==> src/rtl/irq_ctrl_pkg.sv <==
// irq_ctrl_pkg: shared definitions for the interrupt controller.
//   Register offsets (decoded on addr_i[3:0]) and the FSM state encoding.
package irq_ctrl_pkg;

    localparam logic [3:0] ADDR_ENABLE  = 4'h0;
    localparam logic [3:0] ADDR_PENDING = 4'h4;
    localparam logic [3:0] ADDR_CLAIM   = 4'h8;

    typedef enum logic [1:0] {
        ST_IDLE    = 2'd0,
        ST_REQ     = 2'd1,
        ST_SERVICE = 2'd2
    } irq_state_e;

endpackage

==> src/rtl/irq_ctrl_if.sv <==
// irq_ctrl_if: register bus plus core request/ack handshake of irq_ctrl.
//   addr_i, data_i, wr_en_i : register access from the bus master
//   data_o                  : combinational read data
//   irq_o, irq_id_o         : registered request and source ID to the core
//   irq_ack_i               : core acceptance of the current request
// master = bus/core side, slave = irq_ctrl.
interface irq_ctrl_if #(
    parameter int unsigned ID_W = 4
);
    logic [31:0]     addr_i;
    logic [31:0]     data_i;
    logic            wr_en_i;
    logic [31:0]     data_o;
    logic            irq_o;
    logic [ID_W-1:0] irq_id_o;
    logic            irq_ack_i;

    modport master (
        output addr_i, data_i, wr_en_i, irq_ack_i,
        input  data_o, irq_o, irq_id_o
    );

    modport slave (
        input  addr_i, data_i, wr_en_i, irq_ack_i,
        output data_o, irq_o, irq_id_o
    );
endinterface

==> src/rtl/irq_prio_enc.sv <==
// irq_prio_enc: combinational lowest-index priority encoder.
//   vec_i : NUM_SRC request bits
//   id_o  : index+1 of the lowest set bit, 0 when no bit is set
module irq_prio_enc #(
    parameter int unsigned NUM_SRC = 8,
    parameter int unsigned ID_W    = $clog2(NUM_SRC) + 1
) (
    input  logic [NUM_SRC-1:0] vec_i,
    output logic [ID_W-1:0]    id_o
);

    logic found;

    always_comb begin
        id_o  = '0;
        found = 1'b0;
        for (int unsigned i = 0; i < NUM_SRC; i++) begin
            if (vec_i[i] && !found) begin
                id_o  = ID_W'(i + 1);
                found = 1'b1;
            end
        end
    end

endmodule

==> src/rtl/irq_ctrl.sv <==
// irq_ctrl: level-interrupt collector with edge-latched pending bits,
// per-source enable, lowest-index priority and a claim/complete handshake.
//   clk, rst_n : clock, synchronous active-low reset
//   src_i      : NUM_SRC level interrupt lines, synchronous to clk
//   bus        : register port (ENABLE 0x0, PENDING 0x4 W1C, CLAIM 0x8)
//                and registered irq_o/irq_id_o with irq_ack_i from the core
module irq_ctrl
    import irq_ctrl_pkg::*;
#(
    parameter int unsigned NUM_SRC = 8,
    parameter int unsigned ID_W    = $clog2(NUM_SRC) + 1
) (
    input  logic               clk,
    input  logic               rst_n,
    input  logic [NUM_SRC-1:0] src_i,
    irq_ctrl_if.slave          bus
);

    irq_state_e         state;
    logic [NUM_SRC-1:0] enable;
    logic [NUM_SRC-1:0] pending;
    logic [NUM_SRC-1:0] pending_nxt;
    logic [NUM_SRC-1:0] src_q;
    logic [NUM_SRC-1:0] rise;
    logic [NUM_SRC-1:0] w1c_mask;
    logic [NUM_SRC-1:0] ack_mask;
    logic [ID_W-1:0]    claimed_id;
    logic [ID_W-1:0]    best_id;
    logic               irq_q;
    logic [ID_W-1:0]    irq_id_q;
    logic [3:0]         offs;
    logic               wr_enable;
    logic               wr_pending;
    logic               wr_claim;
    logic               ack_fire;
    logic               complete;
    logic [31:0]        rdata;
    logic               unused_bits;

    assign offs        = bus.addr_i[3:0];
    assign unused_bits = ^{bus.addr_i[31:4], bus.data_i};

    assign wr_enable  = bus.wr_en_i && (offs == ADDR_ENABLE);
    assign wr_pending = bus.wr_en_i && (offs == ADDR_PENDING);
    assign wr_claim   = bus.wr_en_i && (offs == ADDR_CLAIM);

    irq_prio_enc #(
        .NUM_SRC (NUM_SRC),
        .ID_W    (ID_W)
    ) u_prio (
        .vec_i (pending & enable),
        .id_o  (best_id)
    );

    // An ack is only taken while a request is still valid; if the request
    // vanished in the same cycle the FSM drops back to IDLE instead.
    assign ack_fire = (state == ST_REQ) && bus.irq_ack_i && (best_id != '0);
    assign complete = (state == ST_SERVICE) && wr_claim &&
                      (bus.data_i[ID_W-1:0] == claimed_id);

    always_comb begin
        rise     = src_i & ~src_q;
        w1c_mask = wr_pending ? bus.data_i[NUM_SRC-1:0] : '0;
        ack_mask = '0;
        if (ack_fire) begin
            for (int unsigned i = 0; i < NUM_SRC; i++) begin
                ack_mask[i] = (irq_id_q == ID_W'(i + 1));
            end
        end
        // New edges override both W1C and ack clears.
        pending_nxt = (pending & ~w1c_mask & ~ack_mask) | rise;
    end

    always_ff @(posedge clk) begin
        if (!rst_n) begin
            state      <= ST_IDLE;
            enable     <= '0;
            pending    <= '0;
            src_q      <= '0;
            claimed_id <= '0;
            irq_q      <= 1'b0;
            irq_id_q   <= '0;
        end else begin
            src_q   <= src_i;
            pending <= pending_nxt;
            if (wr_enable) begin
                enable <= bus.data_i[NUM_SRC-1:0];
            end
            case (state)
                ST_IDLE: begin
                    if (best_id != '0) begin
                        state    <= ST_REQ;
                        irq_q    <= 1'b1;
                        irq_id_q <= best_id;
                    end
                end
                ST_REQ: begin
                    if (best_id == '0) begin
                        state    <= ST_IDLE;
                        irq_q    <= 1'b0;
                        irq_id_q <= '0;
                    end else if (ack_fire) begin
                        state      <= ST_SERVICE;
                        claimed_id <= irq_id_q;
                        irq_q      <= 1'b0;
                        irq_id_q   <= '0;
                    end else begin
                        irq_id_q <= best_id;
                    end
                end
                ST_SERVICE: begin
                    if (complete) begin
                        state <= ST_IDLE;
                    end
                end
                default: begin
                    state    <= ST_IDLE;
                    irq_q    <= 1'b0;
                    irq_id_q <= '0;
                end
            endcase
        end
    end

    always_comb begin
        rdata = '0;
        if (rst_n) begin
            case (offs)
                ADDR_ENABLE:  rdata = 32'(enable);
                ADDR_PENDING: rdata = 32'(pending);
                ADDR_CLAIM: begin
                    rdata     = 32'(claimed_id);
                    rdata[31] = (state == ST_SERVICE);
                end
                default:      rdata = '0;
            endcase
        end
    end

    assign bus.data_o   = rdata;
    assign bus.irq_o    = irq_q;
    assign bus.irq_id_o = irq_id_q;

endmodule

==> src/flat_wrapper.sv <==
// flat-port wrapper written by rule: the top's interface ports become plain ports
module irq_ctrl_flat import irq_ctrl_pkg::*;
#(
    parameter int unsigned NUM_SRC = 8,
    parameter int unsigned ID_W    = $clog2(NUM_SRC) + 1
)
  (clk, rst_n, src_i, bus_addr_i, bus_data_i, bus_wr_en_i, bus_irq_ack_i, bus_data_o, bus_irq_o, bus_irq_id_o);
  irq_ctrl_if #(.ID_W(ID_W)) bus_i ();
  input  logic clk;
  input  logic rst_n;
  input  logic [NUM_SRC-1:0] src_i;
  input wire logic [$bits(bus_i.addr_i)-1:0] bus_addr_i;
  input wire logic [$bits(bus_i.data_i)-1:0] bus_data_i;
  input wire logic [$bits(bus_i.wr_en_i)-1:0] bus_wr_en_i;
  input wire logic [$bits(bus_i.irq_ack_i)-1:0] bus_irq_ack_i;
  output wire logic [$bits(bus_i.data_o)-1:0] bus_data_o;
  output wire logic [$bits(bus_i.irq_o)-1:0] bus_irq_o;
  output wire logic [$bits(bus_i.irq_id_o)-1:0] bus_irq_id_o;
  assign bus_i.addr_i = bus_addr_i;
  assign bus_i.data_i = bus_data_i;
  assign bus_i.wr_en_i = bus_wr_en_i;
  assign bus_i.irq_ack_i = bus_irq_ack_i;
  assign bus_data_o = bus_i.data_o;
  assign bus_irq_o = bus_i.irq_o;
  assign bus_irq_id_o = bus_i.irq_id_o;
  irq_ctrl #(.NUM_SRC(NUM_SRC), .ID_W(ID_W)) u_core (.clk(clk), .rst_n(rst_n), .src_i(src_i), .bus(bus_i));
endmodule
==> config.mk <==
export PLATFORM = sky130hd
export DESIGN_NAME = irq_ctrl_flat
export DESIGN_NICKNAME = d
export VERILOG_FILES = /design/src/rtl/irq_ctrl_pkg.sv /design/src/rtl/irq_ctrl_if.sv /design/src/rtl/irq_prio_enc.sv /design/src/rtl/irq_ctrl.sv /design/src/flat_wrapper.sv
export SDC_FILE = /design/constraint.sdc
export NUM_CORES = 1
export LEC_CHECK = 0
export BUFFER_PORTS_ARGS = -buffer_cell sky130_fd_sc_hd__buf_2
export CORE_MARGIN = 5
export CORE_UTILIZATION = 40
export CTS_BUF_LIST = sky130_fd_sc_hd__clkbuf_8
export CTS_CLUSTER_SIZE = 20
export DETAILED_ROUTE_END_ITERATION = 8
export GPL_TIMING_DRIVEN = 1
export PLACE_DENSITY = 0.74
export RECOVER_POWER = 50
export REMOVE_ABC_BUFFERS = 1
export SLEW_MARGIN = 30
export SYNTH_ARGS = -nofsm -noshare
export SYNTH_HDL_FRONTEND = slang
export SYNTH_HIERARCHICAL = 1
export SYNTH_SLANG_ARGS = --single-unit
==> constraint.sdc <==
create_clock -name clk -period 4.4 [get_ports clk]
set_input_delay 0.66 -clock clk [delete_from_list [all_inputs] [get_ports clk]]
set_output_delay 0.66 -clock clk [all_outputs]
set_load 0.02 [all_outputs]
==> results.md, run 1 <==
* Post-layout util at 0.4714
* Root Driver: clkbuf_8
* Area growth syn-to-layout at 12.62%
* PortBufs at 37
* Antenna Nets Post-Route at 0
* Max_slew headroom at 0.3344
* Worst EP arrival at 2.64 ns
* Startpoint types: primary input
* Final nets at 357
* Die area at between 0.006 and 0.007 mm2
* CTS Sinks at 35
* EDFF count, synth at 0
* Met2 WL at approximately 2300 um
* I/O pin cnt at 113
* Period minus WS final at 3.303 ns
* Initial antenna violation count at 0
* Post-synthesis async set-or-reset flop share at 0
* Postcts setup bufs at 0
* ANT cells at 0
* Final wirelength at 4800 um
* Largest net degree at the start of global routing at 27
* Fill cells at 491
* Uppermost layer routed: met4
* Die Ht at 80.77 um
* Clock Latency Late Sink at just under 0.3 ns
* Die X-Extent at 80.77 um
* CTS clk-pin slew, worst paths at ~0.070 ns
* Clock Tree Buf Depth at 2
* Starting Density at 0.4186
* Top cells by area, synth: dfxtp_1, buf_4, a21oi_1
* DR vias at 1799
* Worst-path fanout max at 20
* TritonRoute pass-1 iters at 4
* # rows at 25
* Total GRT Usage at 0.1496
* Max Cap Viol at 0
* Clk_skew at ~0.0051 ns
* H-tree levels at 2
* Top-count cell post-synth: dfxtp_1
* Outcome: finished, final reports clean
* Final RePlAce weighted congestion at between 0.8 and 0.9
* Cell Pwr Density at 340.7 mW/mm2
* # setup viols final at 0
* Most frequent cells after synthesis: dfxtp_1, buf_4, a21oi_1, nand2_1, o21ai_0
* CTS resizes at 0
* Final count of pins violating max slew at 0
* Setup TNS at 0 ns
* CP Capture Type: output pin
* Synth area leader: dfxtp_1
* Peak supply drop at 211.2 uV
* Starting DRT DRC Count at 128
* Drt drc at 0
* CTS Hold Buffers Added at 0
* Share of layout cells above drive strength 1 at 0.1702
* Ys Warns at 6
* Core area at 0.004786 mm2
* Pleak at ~0.95 nW
* F_max at 0.3027 GHz
* Library cells used by synthesis at 43
* Register bit total from synthesis at 35
* Post-DP HPWL at 3437 um
* RSZ-0062 raised after global routing: false
* Metal3 WL at between 300 and 400 um
* Area share of the largest cell type after synthesis at 0.3498
* Worst min path class: flop to flop
* GRT Residual Overflow at 0
* Final period util at 0.7507
* Hold Vio Cnt, Final at 0
* Average vias per placed instance at 5.155
* Global-route wire length before repair at 7541 um
* Vias in the first global route at 1660
* CP Data Required Time at about 3.7 ns
* Cells after Synth at between 200 and 250
* Final non-filler cell total at about 350
* Met1 Routed Length at 2103 um
* Wire per inst at 13.75 um
* CTS tree: built
* Top FF cell, synth: dfxtp_1
* Slew @ Worst Pin at between 0.9 and 1 ns
* Synth Cell Area at 0.002003 mm2
* Seq/Total Area, Yosys at 0.3498
* CTS buffer count at 5
* CP Class: primary input to output pin
* Avg Cell Area, Syn at 8.045 um2
* DP Cell Count at between 300 and 400
## logic make-up after synthesis
logic type / after synthesis / synth area share
other: 1 / 0.001872
xor gates and xnor gates: 4 / 0.01749
and+or+nand+nor: 92 / 0.2636
muxes: 8 / 0.03998
buffers and inverters: 49 / 0.1424
DFF: 35 / 0.3498
AOI/OAI and AO/OA: 60 / 0.1849
## routing by layer
metal / track usage / vias up
li1: - / 894
met1: 0.1900 / 829
met2: 0.2467 / 66
met3: 0.03769 / 10
met4: 0.05236 / 0
met5: 0 / -
## sequential cells by signal, indices dropped and copies added (netlist names)
signal	cells
u_core/enable	8
u_core/state	2
u_core/pending	8
u_core/bus.irq_o	1
u_core/claimed_id	4
u_core/bus.irq_id_o	4
u_core/src_q	8
## stage by stage
stage          instance area [um2]  setup slack, ns  hold slack, ns  power [W]
3_5_place_dp                  2133            1.602          0.3996  0.0004369
3_3_place_gp                  2133            1.621          0.3910  0.0004354
4_1_cts                       2266            1.602          0.4112  0.0007750
5_1_grt                       2256           0.9208          0.4227  0.0007979
2_1_floorplan                 1849            1.807          0.3881  0.0004027
6_report                      2256            1.097          0.4138  0.0007685
## cell usage in the layout, fill, tap and decap left out, types with 5 or more instances in the layout
cell type / n
conb_1: 23
and2_1: 8
dfxtp_1: 35
nand2_1: 21
inv_1: 13
nand3_1: 13
clkbuf_1: 6
nor2_1: 13
o21ai_0: 17
o22ai_1: 6
buf_2: 32
a21oi_1: 21
nor4_1: 6
mux2i_1: 8
nor2b_1: 6
clkbuf_8: 5
## power by group
group,total [W],switching [W],internal [W]
clock network,0.000338,0.000114,0.000224
registers,0.000341,0.0000105,0.000331
logic,0.0000896,0.0000597,0.0000299
total,0.000769,0.000184,0.000585
## worst paths after layout
check / from / end / slack [ns] / cells after the start
worst min-delay path: u_core/src_q[6] / u_core/pending[6] / 0.41 / 1
worst min register to register: u_core/src_q[6] / u_core/pending[6] / 0.41 / 1
worst max register to register: u_core/pending[1] / u_core/state[1] / 2.06 / 7
worst max-delay path: rst_n / bus_data_o[6] / 1.10 / 6
## layout make-up
type / instances / area [um2] / area share
Multi-Input combinational cell: 187 / 1100 / 0.4875
Clock inverter: 3 / 63.81 / 0.02829
Tap cell: 67 / 83.83 / 0.03716
Timing Repair Buffer: 39 / 190.2 / 0.08430
Clock buffer: 5 / 68.82 / 0.03050
Inverter: 13 / 48.80 / 0.02163
Sequential cell: 35 / 700.7 / 0.3106
## critical path, cell delays in order
cell      delay (ns)
buf_2           0.07
clkbuf_1        0.74
or3b_2          0.58
or2_1           0.30
nor2_1          0.12
buf_2           0.17
(Power assumes the default switching activity.)
==> inputs of run 2 (changes only) <==
Clock period 4.4 ns to 3.2 ns, I/O delays scaled along.
==> run 2 against run 1 <==
Compared with the run above: die area stayed put; via count decreased by 1.0%; critical path depth down 2; sequential share of layout area grew 0.38 points; sequential power up 38%; highest routed layer unchanged.
==> results.md, run 2 (same netlist as run 1, synthesis figures left out) <==
* DP Cell Count at 342 (was 341)
* Global-route wire length before repair at 7465 um (was 7541 um)
* Metal3 WL at 353 um (was 327 um)
* Average vias per placed instance at 5.089 (was 5.155)
* Critical path endpoint: u_core/state[0] (was bus_data_o[6])
* Commonest non-fill, non-tap cells in the layout: dfxtp_1, buf_2, conb_1 (unchanged)
* F_max at roughly 0.41 GHz
* CTS Sinks at 35 (unchanged)
* Pleak at 0.9287 nW (was 0.9493 nW)
* Final count of pins violating max slew at 0 (unchanged)
* Max Cap Viol at 0 (unchanged)
* CTS Hold Buffers Added at 0 (unchanged)
* Final Power at 0.0009325 W (was 0.0007685 W)
* RSZ-0062 raised after global routing: false (unchanged)
* I/O pin cnt at 113 (unchanged)
* CP Data Required Time at 3.37 ns (was 3.74 ns)
* CTS buffer count at 5 (unchanged)
* Post-DP HPWL at 3521 um (was 3437 um)
* CTS tree: built (unchanged)
* # setup viols final at 0 (unchanged)
* Max_slew headroom at 0.3666 (was 0.3344)
* Outcome: finished, final reports clean (unchanged)
* Final period util at 0.7631
* CP Capture Type: flop (was output pin)
* Area growth syn-to-layout at 11.24% (was 12.62%)
* Clk_skew at 0.005044 ns (was 0.005141 ns)
* Worst EP arrival at 2.61 ns (was 2.64 ns)
* Setup TNS at 0 ns (unchanged)
* Final wirelength at 4753 um (was 4800 um)
* Worst-path fanout max at 19 (was 20)
* Drt drc at 0 (unchanged)
* H-tree levels at 2 (unchanged)
* Die area at 0.006523 mm2 (unchanged)
* Root Driver: clkbuf_8 (unchanged)
* TritonRoute pass-1 iters at 4 (unchanged)
* Top flop regs: u_core/enable (8), u_core/pending (8), u_core/src_q (8) (unchanged)
* Reg-to-reg slack, setup at 1.05 ns (was 2.06 ns)
* Met1 Routed Length at 2086 um (was 2103 um)
* Storage cell area at 700.7 um2 (unchanged)
* Clock Latency Late Sink at 0.29 ns (about the same)
* Reg-to-Reg Start: u_core/pending[1] (unchanged)
* Total GRT Usage at 0.1487 (was 0.1496)
* Largest net degree at the start of global routing at 27 (unchanged)
* Hold Vio Cnt, Final at 0 (unchanged)
* Fill cells at 491 (unchanged)
* CTS resizes at 0 (unchanged)
* FF-to-FF End: u_core/pending[1] (was u_core/state[1])
* Peak supply drop at 247.1 uV (was 211.2 uV)
* Critical path launch point: rst_n (unchanged)
* PortBufs at 37 (unchanged)
* ANT cells at 0 (unchanged)
* Postcts setup bufs at 0 (unchanged)
* Vias in the first global route at 1635 (was 1660)
* Share of layout cells above drive strength 1 at 0.1731 (was 0.1702)
* Final RePlAce weighted congestion at 0.8516 (was 0.8443)
* Uppermost layer routed: met4 (unchanged)
* # rows at 25 (unchanged)
* DR vias at 1781 (was 1799)
* Die Ht at 80.77 um (unchanged)
* CTS clk-pin slew, worst paths at 0.07 ns (about the same)
* Multi-input gate area at 0.001100 mm2 (unchanged)
* CP Class: primary input to flop (was primary input to output pin)
* Starting Density at 0.4186 (unchanged)
* Wire per inst at 13.58 um (was 13.75 um)
* Final nets at 358 (was 357)
* Antenna Nets Post-Route at 0 (unchanged)
* Period minus WS final at 2.442 ns
* Final non-filler cell total at 350 (was 349)
* Cell Pwr Density at 418.5 mW/mm2 (was 340.7 mW/mm2)
* Die X-Extent at 80.77 um (unchanged)
* Startpoint types: primary input (unchanged)
* Commonest non-fill, non-tap cell in the layout: dfxtp_1 (unchanged)
* Core area at 0.004786 mm2 (unchanged)
* Clock Tree Buf Depth at 2 (unchanged)
* Slew @ Worst Pin at 0.9501 ns (was 0.9984 ns)
* GRT Residual Overflow at 0 (unchanged)
* Starting DRT DRC Count at 82 (was 128)
* Worst min path class: primary input to flop (was flop to flop)
* Reg2Reg Depth at 6 (was 7)
* Met2 WL at 2270 um (was 2306 um)
* Initial antenna violation count at 0 (unchanged)
-- run 2: cell types whose count changed in the layout (fill, tap and decap cells not counted), sizes merged --
cell      change
bufinv        -2
clkinv        +1
inv           -1
clkinvlp      +1
clkbuf        +2
-- run 2: worst min path at each step --
stage | to | from | depth (start not counted) | slack, ns
floorplan | u_core/pending[2] | u_core/src_q[2] | 1 | 0.39
global route | u_core/src_q[0] | src_i[0] | 3 | 0.38
detailed placement | u_core/pending[2] | u_core/src_q[2] | 1 | 0.40
finish | u_core/src_q[5] | src_i[5] | 3 | 0.39
global placement | u_core/pending[2] | u_core/src_q[2] | 1 | 0.39
CTS | u_core/src_q[5] | src_i[5] | 3 | 0.38
-- run 2: layout make-up --
cell class / instances / share of cell area
multi-input cells: 187 / 0.4935
flip-flops and latches: 35 / 0.3144
repair buffers: 40 / 0.08815
well taps: 67 / 0.03762
clock buffers: 6 / 0.03706
inverters: 13 / 0.02190
clock inverters: 2 / 0.007299
-- run 2: metrics by stage --
step	setup WS (ns)	instance area [um2]	util	hold slack [ns]
after floorplan	0.9668	1849	-	0.3881
after global placement	0.9928	2141	0.4473	0.3908
after detailed placement	0.9776	2141	0.4473	0.4000
after CTS	0.9591	2240	0.4680	0.3800
after global routing	0.5841	2228	0.4656	0.3812
final	0.7580	2228	0.4656	0.3884
-- run 2: layer usage --
metal / track usage / vias to the layer above
li1: - / 901
met1: 0.1819 / 808
met2: 0.2434 / 67
met3: 0.05432 / 5
met4: 0.04730 / 0
met5: 0 / -
-- run 2: critical path, stage by stage --
cell       delay (ns)
clkbuf_1         0.13
clkbuf_1         0.73
clkinv_1         0.76
a2111oi_0        0.51
-- run 2: where the power goes --
group          total (W)  internal [W]  switching, W  leakage (nW)
logic           0.000124     0.0000419     0.0000823         0.594
clock network   0.000340      0.000175      0.000164        0.0474
registers       0.000469      0.000455     0.0000142         0.287
total           0.000933      0.000672      0.000261         0.929
==> inputs of run 3 (changes only) <==
Clock period 3.2 ns to 2.5 ns, I/O delays scaled along.
==> run 3 against run 2 <==
Compared with the run above: sequential power increased by 28%; critical path depth rose by 2; sequential share of layout area decreased by 0.47 points; clock power increased by 54%; combinational power increased by 31%; worst setup slack got worse by 0.45 ns; non-clock buffer count is 3 higher; die area did not move; critical path type is now flop to flop.
==> results.md, run 3 (same netlist as run 1, synthesis figures left out) <==
* Switching Power at 0.0003264 W (was 0.0002606 W)
* Commonest non-fill, non-tap cells in the layout: dfxtp_1, buf_2, conb_1 (unchanged)
* Design internal power at 0.0009602 W (was 0.0006719 W)
* Die Ht at 80.77 um (unchanged)
* I/O pin cnt at 113 (unchanged)
* Combinational power share at 0.127 (was 0.133)
* Period minus WS final at 2.195 ns
* CTS resizes at 0 (unchanged)
* Storage cell area at 700.7 um2 (unchanged)
* H-tree levels at 2 (unchanged)
* TritonRoute pass-1 iters at 4 (unchanged)
* Clk pwr share at 0.407 (was 0.364)
* Area growth syn-to-layout at 12.93% (was 11.24%)
* Post-DP HPWL at 3611 um (was 3521 um)
* Multi-input gate area at 0.001100 mm2 (unchanged)
* F_max at 0.4556 GHz
* Cell Pwr Density at 568.8 mW/mm2 (was 418.5 mW/mm2)
* Total GRT Usage at 0.1517 (was 0.1487)
* DR vias at 1812 (was 1781)
* Initial antenna violation count at 0 (unchanged)
* Worst-path fanout max at 11 (was 19)
* Switching Fraction at 0.2537 (was 0.2795)
* Peak supply drop at 369.2 uV (was 247.1 uV)
* Die X-Extent at 80.77 um (unchanged)
* CTS buffer count at 5 (unchanged)
* Final RePlAce weighted congestion at 0.8490 (was 0.8516)
* Starting DRT DRC Count at 138 (was 82)
* CP Capture Type: flop (unchanged)
* Post-layout util at 0.4727 (was 0.4656)
* Core area at 0.004786 mm2 (unchanged)
* PortBufs at 37 (unchanged)
* Clock Latency Late Sink at 0.28 ns (was 0.29 ns)
* Wire per inst at 13.90 um (was 13.58 um)
* CTS tree: built (unchanged)
* Clock Tree Buf Depth at 2 (unchanged)
* CP Class: flop to flop (was primary input to flop)
* # rows at 25 (unchanged)
* Starting Density at 0.4186 (unchanged)
* Crit-path slowest cell: nor4_1 (was clkinv_1)
* Antenna Nets Post-Route at 0 (unchanged)
* Final non-filler cell total at 353 (was 350)
* RSZ-0062 raised after global routing: false (unchanged)
* Worst-path cell chain: and2_1 > nor4_1 > nor4_4 > buf_4 > nor4b_1 > o22ai_1 (was clkbuf_1 > clkbuf_1 > clkinv_1 > a2111oi_0)
* Pleak at 0.9404 nW (was 0.9287 nW)
* Global-route wire length before repair at 7638 um (was 7465 um)
* Postcts setup bufs at 0 (unchanged)
* CTS Sinks at 35 (unchanged)
* Max_slew headroom at 0.3448 (was 0.3666)
* Share of layout cells above drive strength 1 at 0.1678 (was 0.1731)
* CTS clk-pin slew, worst paths at 0.07 ns (about the same)
* CP Data Required Time at 2.66 ns (was 3.37 ns)
* Top flop regs: u_core/enable (8), u_core/pending (8), u_core/src_q (8) (unchanged)
* Final nets at 361 (was 358)
* Hold Slack at 0.2944 ns (was 0.3884 ns)
* Max Cap Viol at 0 (unchanged)
* Setup TNS at 0 ns (unchanged)
* CTS Hold Buffers Added at 0 (unchanged)
* Worst min path class: primary input to flop (unchanged)
* Hold Vio Cnt, Final at 0 (unchanged)
* DP Cell Count at 345 (was 342)
* Final period util at 0.8780
* Outcome: finished, final reports clean (unchanged)
* Commonest non-fill, non-tap cell in the layout: dfxtp_1 (unchanged)
* Die area at 0.006523 mm2 (unchanged)
* Slew @ Worst Pin at 0.9828 ns (was 0.9501 ns)
* Clk_skew at 0.002834 ns (was 0.005044 ns)
* Final Power at 0.001287 W (was 0.0009325 W)
* Average vias per placed instance at 5.133 (was 5.089)
* Crit-path max cell delay at 0.68 ns (was 0.76 ns)
* GRT Residual Overflow at 0 (unchanged)
* Startpoint types: flop (was primary input)
* Vias in the first global route at 1646 (was 1635)
* CP bufs+invs at 1 (was 3)
* Worst EP arrival at 2.35 ns (was 2.61 ns)
* Final count of pins violating max slew at 0 (unchanged)
* Crit-path leading delay family: simple AND/OR/NAND/NOR gates (was buffers and inverters)
* Fill cells at 498 (was 491)
* ANT cells at 0 (unchanged)
* Reg power frac at 0.466 (was 0.503)
* Final wirelength at 4906 um (was 4753 um)
* Root Driver: clkbuf_8 (unchanged)
* # setup viols final at 0 (unchanged)
* Drt drc at 0 (unchanged)
* Reg-to-reg slack, setup at 0.31 ns (was 1.05 ns)
* Largest net degree at the start of global routing at 20 (was 27)
## run 3: path summary, 6_finish.rpt
path	to	depth (start not counted)	startpoint
max	u_core/pending[1]	6	u_core/pending[1]
min	u_core/src_q[2]	3	src_i[2]
max reg2reg	u_core/pending[1]	6	u_core/pending[1]
min reg2reg	u_core/pending[4]	1	u_core/src_q[4]
## run 3: final cells by class
cell class | instances | share of cell area
well taps | 67 | 0.03706
clock inverters | 2 | 0.01549
inverters | 13 | 0.02157
multi-input cells | 187 | 0.4862
flip-flops and latches | 35 | 0.3097
repair buffers | 43 | 0.09347
clock buffers | 6 | 0.03650
## run 3: worst register-to-register path, cell delays in order, from the launching register on
cell     delay (ns)
dfxtp_1        0.33
and2_1         0.21
nor4_1         0.68
nor4_4         0.15
buf_4          0.22
nor4b_1        0.37
o22ai_1        0.11
## run 3: metrics by stage
| step | setup WS [ns] | instance area (um2) |
|---|---|---|
| floorplan | 0.4768 | 1849 |
| global route | 0.1448 | 2262 |
| finish | 0.3051 | 2262 |
| CTS | 0.3141 | 2281 |
| global placement | 0.3747 | 2163 |
| detailed placement | 0.3301 | 2163 |
## run 3: power by group through the flow
stage	registers [W]	clock network, W	logic (W)
after floorplan	0.000610	0	0.0000991
after global placement	0.000611	0	0.000161
after detailed placement	0.000613	0	0.000163
after CTS	0.000600	0.000533	0.000164
after global routing	0.000602	0.000554	0.000178
final	0.000600	0.000524	0.000163
## run 3: layer usage
metal / share of wire / global-route usage / vias to the layer above / wire, um
met5: 0 / 0 / - / 0
met4: 0.019 / 0.06588 / 0 / 94
met3: 0.085 / 0.03880 / 10 / 418
met2: 0.47 / 0.2459 / 62 / 2288
met1: 0.43 / 0.1905 / 838 / 2106
li1: - / - / 902 / -
